<file path="src/rtl/led_cursor_ctrl.sv">
// led_cursor_ctrl: three-button cursor mover for an LED_W-wide LED bank.
// Each raw button is synchronised and debounced. Press edges step the
// cursor, and a held direction button auto-repeats. Centre press recentres.
// Optional build macro BAR_MODE_EN: led shows a thermometer bar (bits 0..pos)
// instead of a one-hot cursor. pos, moved and hit_edge are the same in both.
// dbg_state exposes the auto-repeat FSM state (0 = IDLE, 1 = HOLD, 2 = REPEAT).
module led_cursor_ctrl #(
    parameter int LED_W        = 8,
    parameter int DEB_CYCLES   = 1000000,
    parameter int REPEAT_DELAY = 50000000,
    parameter int REPEAT_RATE  = 10000000,
    parameter int WRAP         = 0,
    localparam int POS_W       = $clog2(LED_W)
) (
    input  logic             clk,
    input  logic             rst_n,
    input  logic             btn_left,
    input  logic             btn_right,
    input  logic             btn_center,
    output logic [LED_W-1:0] led,
    output logic [POS_W-1:0] pos,
    output logic             moved,
    output logic             hit_edge,
    output logic [1:0]       dbg_state
);

    localparam int CENTER    = LED_W / 2;
    localparam int DW        = (DEB_CYCLES > 1) ? $clog2(DEB_CYCLES) : 1;
    localparam int TMAX      = (REPEAT_DELAY > REPEAT_RATE) ? REPEAT_DELAY : REPEAT_RATE;
    localparam int TW        = (TMAX > 1) ? $clog2(TMAX) : 1;
    localparam int HOLD_LAST = (REPEAT_DELAY > 0) ? REPEAT_DELAY - 1 : 0;
    localparam int RATE_LAST = REPEAT_RATE - 1;
    localparam int CH_L      = 0;
    localparam int CH_R      = 1;
    localparam int CH_C      = 2;

    typedef enum logic [1:0] {
        IDLE   = 2'd0,
        HOLD   = 2'd1,
        REPEAT = 2'd2
    } state_t;

    logic [2:0]    raw;
    logic [2:0]    sync1;
    logic [2:0]    sync2;
    logic [2:0]    deb;
    logic [2:0]    deb_q;
    logic [2:0]    press;
    logic [DW-1:0] cnt [3];

    state_t        state;
    state_t        state_n;
    logic          dir_left;
    logic          dir_n;
    logic [TW-1:0] timer;
    logic [TW-1:0] timer_n;
    logic          step;
    logic          step_left;
    logic          held;

    assign raw       = {btn_center, btn_right, btn_left};
    assign press     = deb & ~deb_q;
    assign held      = dir_left ? deb[CH_L] : deb[CH_R];
    assign dbg_state = state;

    // Synchronise each button, then flip its debounced level only after
    // DEB_CYCLES consecutive cycles of disagreement.
    always_ff @(posedge clk or negedge rst_n) begin
        if (!rst_n) begin
            sync1 <= '0;
            sync2 <= '0;
            deb   <= '0;
            deb_q <= '0;
            for (int ch = 0; ch < 3; ch++) cnt[ch] <= '0;
        end else begin
            sync1 <= raw;
            sync2 <= sync1;
            deb_q <= deb;
            for (int ch = 0; ch < 3; ch++) begin
                if (sync2[ch] == deb[ch]) begin
                    cnt[ch] <= '0;
                end else if (cnt[ch] == DW'(DEB_CYCLES - 1)) begin
                    deb[ch] <= sync2[ch];
                    cnt[ch] <= '0;
                end else begin
                    cnt[ch] <= cnt[ch] + 1'b1;
                end
            end
        end
    end

    // Auto-repeat FSM state, latched direction and hold/repeat timer.
    always_ff @(posedge clk or negedge rst_n) begin
        if (!rst_n) begin
            state    <= IDLE;
            dir_left <= 1'b0;
            timer    <= '0;
        end else begin
            state    <= state_n;
            dir_left <= dir_n;
            timer    <= timer_n;
        end
    end

    // Next-state logic: centre press and both-directions-held abort to IDLE
    // before any step is considered.
    always_comb begin
        state_n   = state;
        dir_n     = dir_left;
        timer_n   = timer;
        step      = 1'b0;
        step_left = dir_left;
        if (press[CH_C]) begin
            state_n = IDLE;
            timer_n = '0;
        end else if (deb[CH_L] && deb[CH_R]) begin
            state_n = IDLE;
            timer_n = '0;
        end else begin
            case (state)
                IDLE: begin
                    if (press[CH_L] || press[CH_R]) begin
                        step      = 1'b1;
                        step_left = press[CH_L];
                        dir_n     = press[CH_L];
                        timer_n   = '0;
                        state_n   = (REPEAT_DELAY == 0) ? IDLE : HOLD;
                    end
                end
                HOLD: begin
                    if (!held) begin
                        state_n = IDLE;
                    end else if (timer == TW'(HOLD_LAST)) begin
                        step    = 1'b1;
                        timer_n = '0;
                        state_n = REPEAT;
                    end else begin
                        timer_n = timer + 1'b1;
                    end
                end
                REPEAT: begin
                    if (!held) begin
                        state_n = IDLE;
                    end else if (timer == TW'(RATE_LAST)) begin
                        step    = 1'b1;
                        timer_n = '0;
                    end else begin
                        timer_n = timer + 1'b1;
                    end
                end
                default: state_n = IDLE;
            endcase
        end
    end

    // Cursor register: recentre beats stepping; ends saturate or wrap.
    always_ff @(posedge clk or negedge rst_n) begin
        if (!rst_n) begin
            pos      <= POS_W'(CENTER);
            moved    <= 1'b0;
            hit_edge <= 1'b0;
        end else begin
            moved    <= 1'b0;
            hit_edge <= 1'b0;
            if (press[CH_C]) begin
                if (pos != POS_W'(CENTER)) begin
                    pos   <= POS_W'(CENTER);
                    moved <= 1'b1;
                end
            end else if (step) begin
                if (step_left) begin
                    if (pos == POS_W'(LED_W - 1)) begin
                        if (WRAP != 0) begin
                            pos   <= '0;
                            moved <= 1'b1;
                        end else begin
                            hit_edge <= 1'b1;
                        end
                    end else begin
                        pos   <= pos + 1'b1;
                        moved <= 1'b1;
                    end
                end else begin
                    if (pos == '0) begin
                        if (WRAP != 0) begin
                            pos   <= POS_W'(LED_W - 1);
                            moved <= 1'b1;
                        end else begin
                            hit_edge <= 1'b1;
                        end
                    end else begin
                        pos   <= pos - 1'b1;
                        moved <= 1'b1;
                    end
                end
            end
        end
    end

    // LED decode straight from the pos register.
    always_comb begin
        led = '0;
        for (int i = 0; i < LED_W; i++) begin
`ifdef BAR_MODE_EN
            led[i] = (i <= int'(pos));
`else
            led[i] = (i == int'(pos));
`endif
        end
    end

endmodule

</file>
<file path="config.mk">
export PLATFORM = sky130hd
export DESIGN_NAME = led_cursor_ctrl
export DESIGN_NICKNAME = d
export VERILOG_FILES = /design/src/rtl/led_cursor_ctrl.sv
export SDC_FILE = /design/constraint.sdc
export NUM_CORES = 1
export LEC_CHECK = 0
export BUFFER_PORTS_ARGS = -buffer_cell sky130_fd_sc_hd__buf_4
export CORE_ASPECT_RATIO = 0.7
export CORE_MARGIN = 4
export CORE_UTILIZATION = 36
export DETAILED_ROUTE_END_ITERATION = 12
export HOLD_SLACK_MARGIN = 0.03
export MAX_ROUTING_LAYER = met4
export PLACE_DENSITY = 0.48
export RECOVER_POWER = 25
export SLEW_MARGIN = 20
export SYNTH_ARGS = -nofsm -noshare
export SYNTH_HDL_FRONTEND = slang
export SYNTH_SLANG_ARGS = --single-unit
</file>
<file path="constraint.sdc">
create_clock -name clk -period 4.5 [get_ports clk]
set_input_delay 0.225 -clock clk [delete_from_list [all_inputs] [get_ports clk]]
set_output_delay 0.225 -clock clk [all_outputs]
set_load 0.005 [all_outputs]
</file>
# After elaboration in Yosys (flattened, before gate mapping)
# Cells that the tools add are included.
[totals]
elab_cells = 117
mem_bits_ro = 0
register_bits = 106
ram_bits = 0
input_bits = 5
latch_bits = 0
mem_count = 0
[classes]
n_lt_le_gt_ge = 0
div_mod_pow = 0
n_reduce_logical = 13
n_mux = 51
shifts = 0
eq_ne = 27
bitwise = 5
multipliers = 0
addsub = 6
[ops]
columns = ["cell", "n"]
rows = [
  ["26-bit 2-to-1 mux", 7],
  ["20-bit 2-to-1 mux", 6],
  ["26-bit one-hot mux with 3 select lines", 1],
  ["20-bit by 1-bit adder with 20-bit output, second input constant", 3],
  ["20-bit equality test, second input constant", 3],
  ["26-bit by 1-bit adder with 26-bit output, second input constant", 1],
  ["26-bit by 24-bit equality test with 1-bit output, second input constant", 1],
  ["26-bit equality test, second input constant", 1],
  ["1-bit 2-to-1 mux", 23],
  ["3-bit 2-to-1 mux", 6],
  ["4-bit != test, second input constant", 4],
  ["3-bit equality test, first input constant", 4],
  ["2-bit 2-to-1 mux", 6],
  ["3-bit != test, second input constant", 3],
  ["4-bit AND reduction", 2],
  ["2-bit by 3-bit equality test with 1-bit output, first input constant", 2],
  ["3-bit logical NOT", 2],
  ["2-bit one-hot mux with 3 select lines", 1],
  ["2-bit AND reduction", 3],
  ["5-bit != test, second input constant", 1],
  ["5-bit nonzero test", 1],
  ["3-bit by 1-bit adder with 3-bit output, second input constant", 1],
  ["3-bit AND", 1],
  ["1-bit equality test", 3],
  ["other kinds (14)", 16],
]

# Logic depth before layout (Yosys ltp)
[logic_depth]
ltp_word = 10
ltp_mapped = 11

# Worst setup path before layout
# Ideal clock, no wire load.
[synth_path]
kind = "flip-flop to flip-flop"
startpoint = "register timer[18]"
endpoint = "register pos[0]"
path_stages_with_launch = 7
t_arrival_ps = 2305
setup_slack_ps = 2060
t_required_ps = 4365
period_less_slack_ps = 2440
setup_ps = 135
cell_sequence = "dfrtp_1 or4_1 or4_4 a2111o_1 a211oi_2 nand2_2 mux2i_1"
[synth_between]
elab_chain_len = 8
elab_cells_between_ends = 11
cone_classes = "2 x eq/ne; 7 x mux; 2 x reduce/logical"
[synth_lines]
columns = ["item", "line", "rtl"]
rows = [
  ["start, declared", "55", "logic [TW-1:0] timer;"],
  ["start signal, assigned", "101", "timer <= timer_n;"],
  ["26-bit by 24-bit equality test with 1-bit output / 26-bit equality test (equally long branches)", "144, 133", ""],
  ["1-bit 2-to-1 mux, on equally long branches", "144, 133", ""],
  ["1-bit 2-to-1 mux, on equally long branches", "142, 131", ""],
  ["1-bit one-hot mux with 3 select lines *", "120", "case (state)"],
  ["1-bit 2-to-1 mux *", "116", "end else if (deb[CH_L] && deb[CH_R]) begin"],
  ["1-bit 2-to-1 mux *", "113", "if (press[CH_C]) begin"],
  ["2-bit nonzero test (no source line) *", "--", ""],
  ["4-bit AND reduction (no source line) *", "--", ""],
  ["end signal, assigned", "159", "pos <= POS_W'(CENTER);"],
  ["end signal, assigned", "167", "pos <= POS_W'(CENTER);"],
  ["end signal, assigned", "180", "pos <= pos + 1'b1;"],
  ["end, declared", "21", "output logic [POS_W-1:0] pos,"],
]
# Mark *: on every way between the ends. The rest lies on a longest branch, timed or not.
# A chain may end at the register's enable or synchronous reset.

# Worst setup path in the final report
[layout_path]
startpoint = "register timer[0]"
endpoint = "register timer[23]"
[layout_between]
elab_chain_len = 6
elab_cells_between_ends = 10
cone_classes = "1 x add/sub; 2 x eq/ne; 7 x mux"
[layout_lines]
columns = ["item", "line"]
rows = [
  ["26-bit by 1-bit adder with 26-bit output (tied with other cells)", "138, 148"],
  ["26-bit 2-to-1 mux, on equally long branches", "144, 133"],
  ["26-bit 2-to-1 mux, on equally long branches", "142, 131"],
  ["26-bit one-hot mux with 3 select lines *", "120"],
  ["26-bit 2-to-1 mux *", "116"],
  ["26-bit 2-to-1 mux *", "113"],
]
# Mark *: on every way between the ends. The rest lies on a longest branch, timed or not. The select of a mux whose other input is x is not followed.

==> metrics.md <==
| Metric | Value |
|---|---|
| Worst Hold Class | `flip-flop to flip-flop` |
| Crit-path cells | `ha_1 > nand3_1 > or4_4 > o21ai_2 > a21oi_2 > nand2_1 > o311ai_1` |
| Via Count | `4121` |
| Setup violation total in the final timing report | `0` |
| Filler cell count | `1443` |
| Met1 track demand over resource | `0.229` |
| Power per cell area | `283 nW/um^2` |
| Min Clock Period, post-route | `2.96 ns` |
| Boundary Pins | `20` |
| Core Rows | `37` |
| Highest-utilization routing layer at the global route stage | `met1` |
| Post-synthesis average cell area | `9.53 sq um` |
| Initial core utilization | `0.368` |
| Syn Inst Count | `571` |
| Net count of the mapped netlist | `585` |
| Final HPWL DP | `8270 um` |
| M2 GR Usage | `0.200` |
| Worst EP required | `4.74 ns` |
| Launch point of the worst reg-to-reg path | `timer[0]$_DFFE_PN0P_` |
| Static leakage | `2.62 nW` |
| Routability cong. | `0.819` |
| Unrepaired setup endpoints after global routing | `no` |
| N_diodes | `0` |
| Startpoint of the tightest hold check path | `sync1[1]$_DFF_PN0_` |
| Outcome | `finished, final reports clean` |
| Arr. time, crit path | `3.20 ns` |
| First-pass GRT wire length | `20800 um` |
| Buffers and inverters on the worst path | `0` |
| Floorplan die height | `111 um` |
| Placeable core region | `14800 sq um` |
| Critical Path Start | `timer[0]$_DFFE_PN0P_` |
| Port bufs | `19` |
| Met3 routing resource usage after global routing | `0.0355` |
| Iter 0 DRT Violations | `216` |
| Worst clock skew on the final layout | `0.00603 ns` |
| Max-slew violations | `0` |
| Resized cells post-CTS | `0` |
| Synth Flop Type | `sky130_fd_sc_hd__dfrtp_1` |
| Maximum vdd drop | `146 uV` |
| Timing-limited maximum frequency | `338 MHz` |
| Global Route Usage Sum | `0.151` |
| Residual antenna-violating net count after detailed routing | `0` |
| Slowest cell on the critical path | `sky130_fd_sc_hd__a21oi_2` |
| Count of nets after finishing | `607` |
| Detailed Route WL | `11800 um` |
| Pin count of the biggest net entering global routing | `63` |
| Logic pwr share | `0.027` |
| Fraction of final layout cells with drive strength greater than 1 | `0.0840` |
| Final critical-path share of the clock period | `0.657` |
| Num CTS Buffers | `9` |
| Max Buffers Root-to-Sink | `2` |
| First-pass detailed-route iteration total | `4` |
| Kind of cell with the highest combined delay on the critical path | `compound AO/OA/AOI/OAI gates` |
| Leftover overflow at the end of global routing | `0` |
| Number of enable flip-flop cells after synthesis | `0` |
| Synth Cell Area | `5440 sq um` |
| Residual DRC | `0` |
| Proportion of register bits with asynchronous set or reset after synthesis | `1.00` |
| Sequential cell area fraction in the yosys report | `0.488` |
| Total net switching power | `0.000381 W` |
| Setup_tns | `0 ns` |
| Unique masters post-synth | `57` |
| Sequential share of power | `0.564` |
| Area taken by flip-flops and latches | `2650 sq um` |
| Worst skew pair latency | `0.34 ns` |
| Clk root buf | `sky130_fd_sc_hd__clkbuf_16` |
| Horizontal extent of the die | `155 um` |
| Number of warnings reported in the yosys synthesis log | `0` |
| Num Clock Sinks | `106` |
| Maximum level of the CTS H-tree | `3` |
| CTS tree | `built` |
| Highest fanout seen on the critical path | `19` |
| Internal power component | `0.00134 W` |
| Register bit count reported by yosys | `106` |
| Worst rel slew slack | `0.325` |
| Number of cells in the design after placement | `773` |
| Fraction of power spent switching nets | `0.221` |
| Count of final hold-check violations | `0` |
| Area growth from synthesis to layout | `11.9%` |
| Multi-input gate area | `2670 sq um` |
| Post-detailed-route wirelength per cell | `14.9 um` |
| Filler-free cell count of the finished design | `790` |
| Number of max-capacitance violations reported | `0` |
| Post-CTS clock slew at the launch and capture registers of the worst setup and hold paths | `0.07 ns` |
| Element type at the critical path start | `flip-flop` |
| Crit path kind | `flip-flop to flip-flop` |
| Detail-routed via count per cell | `5.22` |
| Worst Max-Slew Pin Slew | `1.00 ns` |
| Die area | `17200 sq um` |
| Crit end category | `flip-flop` |
| Number of global-route vias before repair | `4091` |
| Highest cell delay on the worst timing path | `0.75 ns` |
| Clock share of power | `0.409` |
| Number of antenna violations at the first check in global routing | `0` |
==> synthesized netlist by cell type (8+ instances only) <==
cell type                  number  share of area
sky130_fd_sc_hd__nand3_1       44          0.040
sky130_fd_sc_hd__o21ai_0       16          0.015
sky130_fd_sc_hd__dfrtp_1      105           0.48
sky130_fd_sc_hd__xnor2_1       23          0.037
sky130_fd_sc_hd__and3_1        16          0.018
sky130_fd_sc_hd__nor3_1        10         0.0092
sky130_fd_sc_hd__ha_1           8          0.018
sky130_fd_sc_hd__a22o_1        10          0.016
sky130_fd_sc_hd__nor4_1         9          0.010
sky130_fd_sc_hd__xor2_1        34          0.055
sky130_fd_sc_hd__nand2_1       46          0.032
sky130_fd_sc_hd__inv_1         16          0.011
sky130_fd_sc_hd__clkbuf_1      13         0.0090
sky130_fd_sc_hd__and4_1        10          0.016
sky130_fd_sc_hd__nor2_1        95          0.066
sky130_fd_sc_hd__a21o_1        10          0.014
sky130_fd_sc_hd__nand4_1       18          0.021
==> power groups by stage <==
stage / logic (W) / registers (W) / clock network, W
floorplan: 0.0000192 / 0.000987 / 0
global placement: 0.0000459 / 0.000989 / 0
detailed placement: 0.0000466 / 0.000989 / 0
CTS: 0.0000497 / 0.000970 / 0.000737
global route: 0.0000557 / 0.000972 / 0.000776
finish: 0.0000463 / 0.000971 / 0.000705
==> cells in the final DEF, fill, tap and decap left out, types with 3 or more instances in the layout <==
cell / synthesis / layout
sky130_fd_sc_hd__dfrtp_1: 105 / 105
sky130_fd_sc_hd__nor2_1: 95 / 95
sky130_fd_sc_hd__nand2_1: 46 / 46
sky130_fd_sc_hd__a21o_1: 10 / 10
sky130_fd_sc_hd__nor4_1: 9 / 9
sky130_fd_sc_hd__mux2i_1: 4 / 4
sky130_fd_sc_hd__a21oi_1: 5 / 5
sky130_fd_sc_hd__o21ai_1: 2 / 3
sky130_fd_sc_hd__a31oi_1: 5 / 4
sky130_fd_sc_hd__nor2b_1: 4 / 4
sky130_fd_sc_hd__a211oi_1: 5 / 5
sky130_fd_sc_hd__nor3_1: 10 / 10
sky130_fd_sc_hd__nand2b_1: 4 / 4
sky130_fd_sc_hd__ha_1: 8 / 8
sky130_fd_sc_hd__dlygate4sd3_1: 0 / 4
sky130_fd_sc_hd__xor2_1: 34 / 34
sky130_fd_sc_hd__nand3_1: 44 / 44
sky130_fd_sc_hd__and3_1: 16 / 16
sky130_fd_sc_hd__xnor2_1: 23 / 23
sky130_fd_sc_hd__nor4bb_1: 6 / 6
sky130_fd_sc_hd__and3b_1: 3 / 3
sky130_fd_sc_hd__clkbuf_4: 0 / 5
sky130_fd_sc_hd__nor3b_1: 4 / 4
sky130_fd_sc_hd__nand4_1: 18 / 18
sky130_fd_sc_hd__mux2_2: 3 / 3
sky130_fd_sc_hd__o21ai_0: 16 / 15
sky130_fd_sc_hd__inv_1: 16 / 16
sky130_fd_sc_hd__clkbuf_16: 0 / 9
sky130_fd_sc_hd__and4_1: 10 / 10
sky130_fd_sc_hd__buf_4: 0 / 17
sky130_fd_sc_hd__a22o_1: 10 / 10
sky130_fd_sc_hd__and2_1: 4 / 4
==> registers in the layout, indices dropped and copies added (netlist names) <==
signal     cells
pos            3
sync1          3
sync2          3
dbg_state      2
dir_left       1
moved          1
timer         26
deb            3
deb_q          3
hit_edge       1
cnt           60
==> repair_timing <==
action / CTS / global route
buffers inserted: 0 / 0
hold buffers: 4 / 0
hold endpoints to repair: 63 / 0
==> final timing paths <==
kind,cells after the start,endpoint,slack (ns)
worst min-delay path,0,sync2[1]$_DFF_PN0_,0.36
worst min register to register,0,sync2[1]$_DFF_PN0_,0.36
worst max register to register,7,timer[23]$_DFFE_PN0P_,1.54
worst max-delay path,7,timer[23]$_DFFE_PN0P_,1.54
min in group asynchronous,2,timer[8]$_DFFE_PN0P_,0.51
max in group asynchronous,3,cnt[7]$_DFF_PN0_,2.92
==> area by class of cell <==
type	count	share of cell area
clock buffers	10	0.0376
clock inverters	3	0.00308
inverters	16	0.00987
multi-input cells	433	0.439
flip-flops and latches	106	0.436
well taps	195	0.0401
repair buffers	27	0.0343
==> metal layers <==
metal	wire length, um	share of wire
met1	6440	0.55
met2	4710	0.40
met3	489	0.042
met4	143	0.012
met5	0	0
==> per-stage QoR <==
| stage | cell area, sq um | power (W) | hold slack, ns | worst slack (ns) | util |
|---|---|---|---|---|---|
| 2_1_floorplan | 5440 | 0.00101 | -0.0706 | 2.06 | - |
| 3_3_place_gp | 5800 | 0.00103 | 0.335 | 1.61 | 0.393 |
| 3_5_place_dp | 5800 | 0.00104 | 0.336 | 1.53 | 0.393 |
| 4_1_cts | 6090 | 0.00176 | 0.352 | 1.51 | 0.412 |
| 5_1_grt | 6090 | 0.00180 | 0.367 | 1.20 | 0.412 |
| 6_report | 6090 | 0.00172 | 0.357 | 1.54 | 0.412 |
==> kinds of logic after synthesis <==
group,after synthesis,share of synthesized area
fa+ha+maj,9,0.0221
buf+inv,32,0.0221
flops,106,0.488
mux,7,0.0136
xor+xnor,57,0.0918
compound gates,72,0.0936
simple gates,288,0.269
Note: power is estimated with default switching activity, not from simulation.
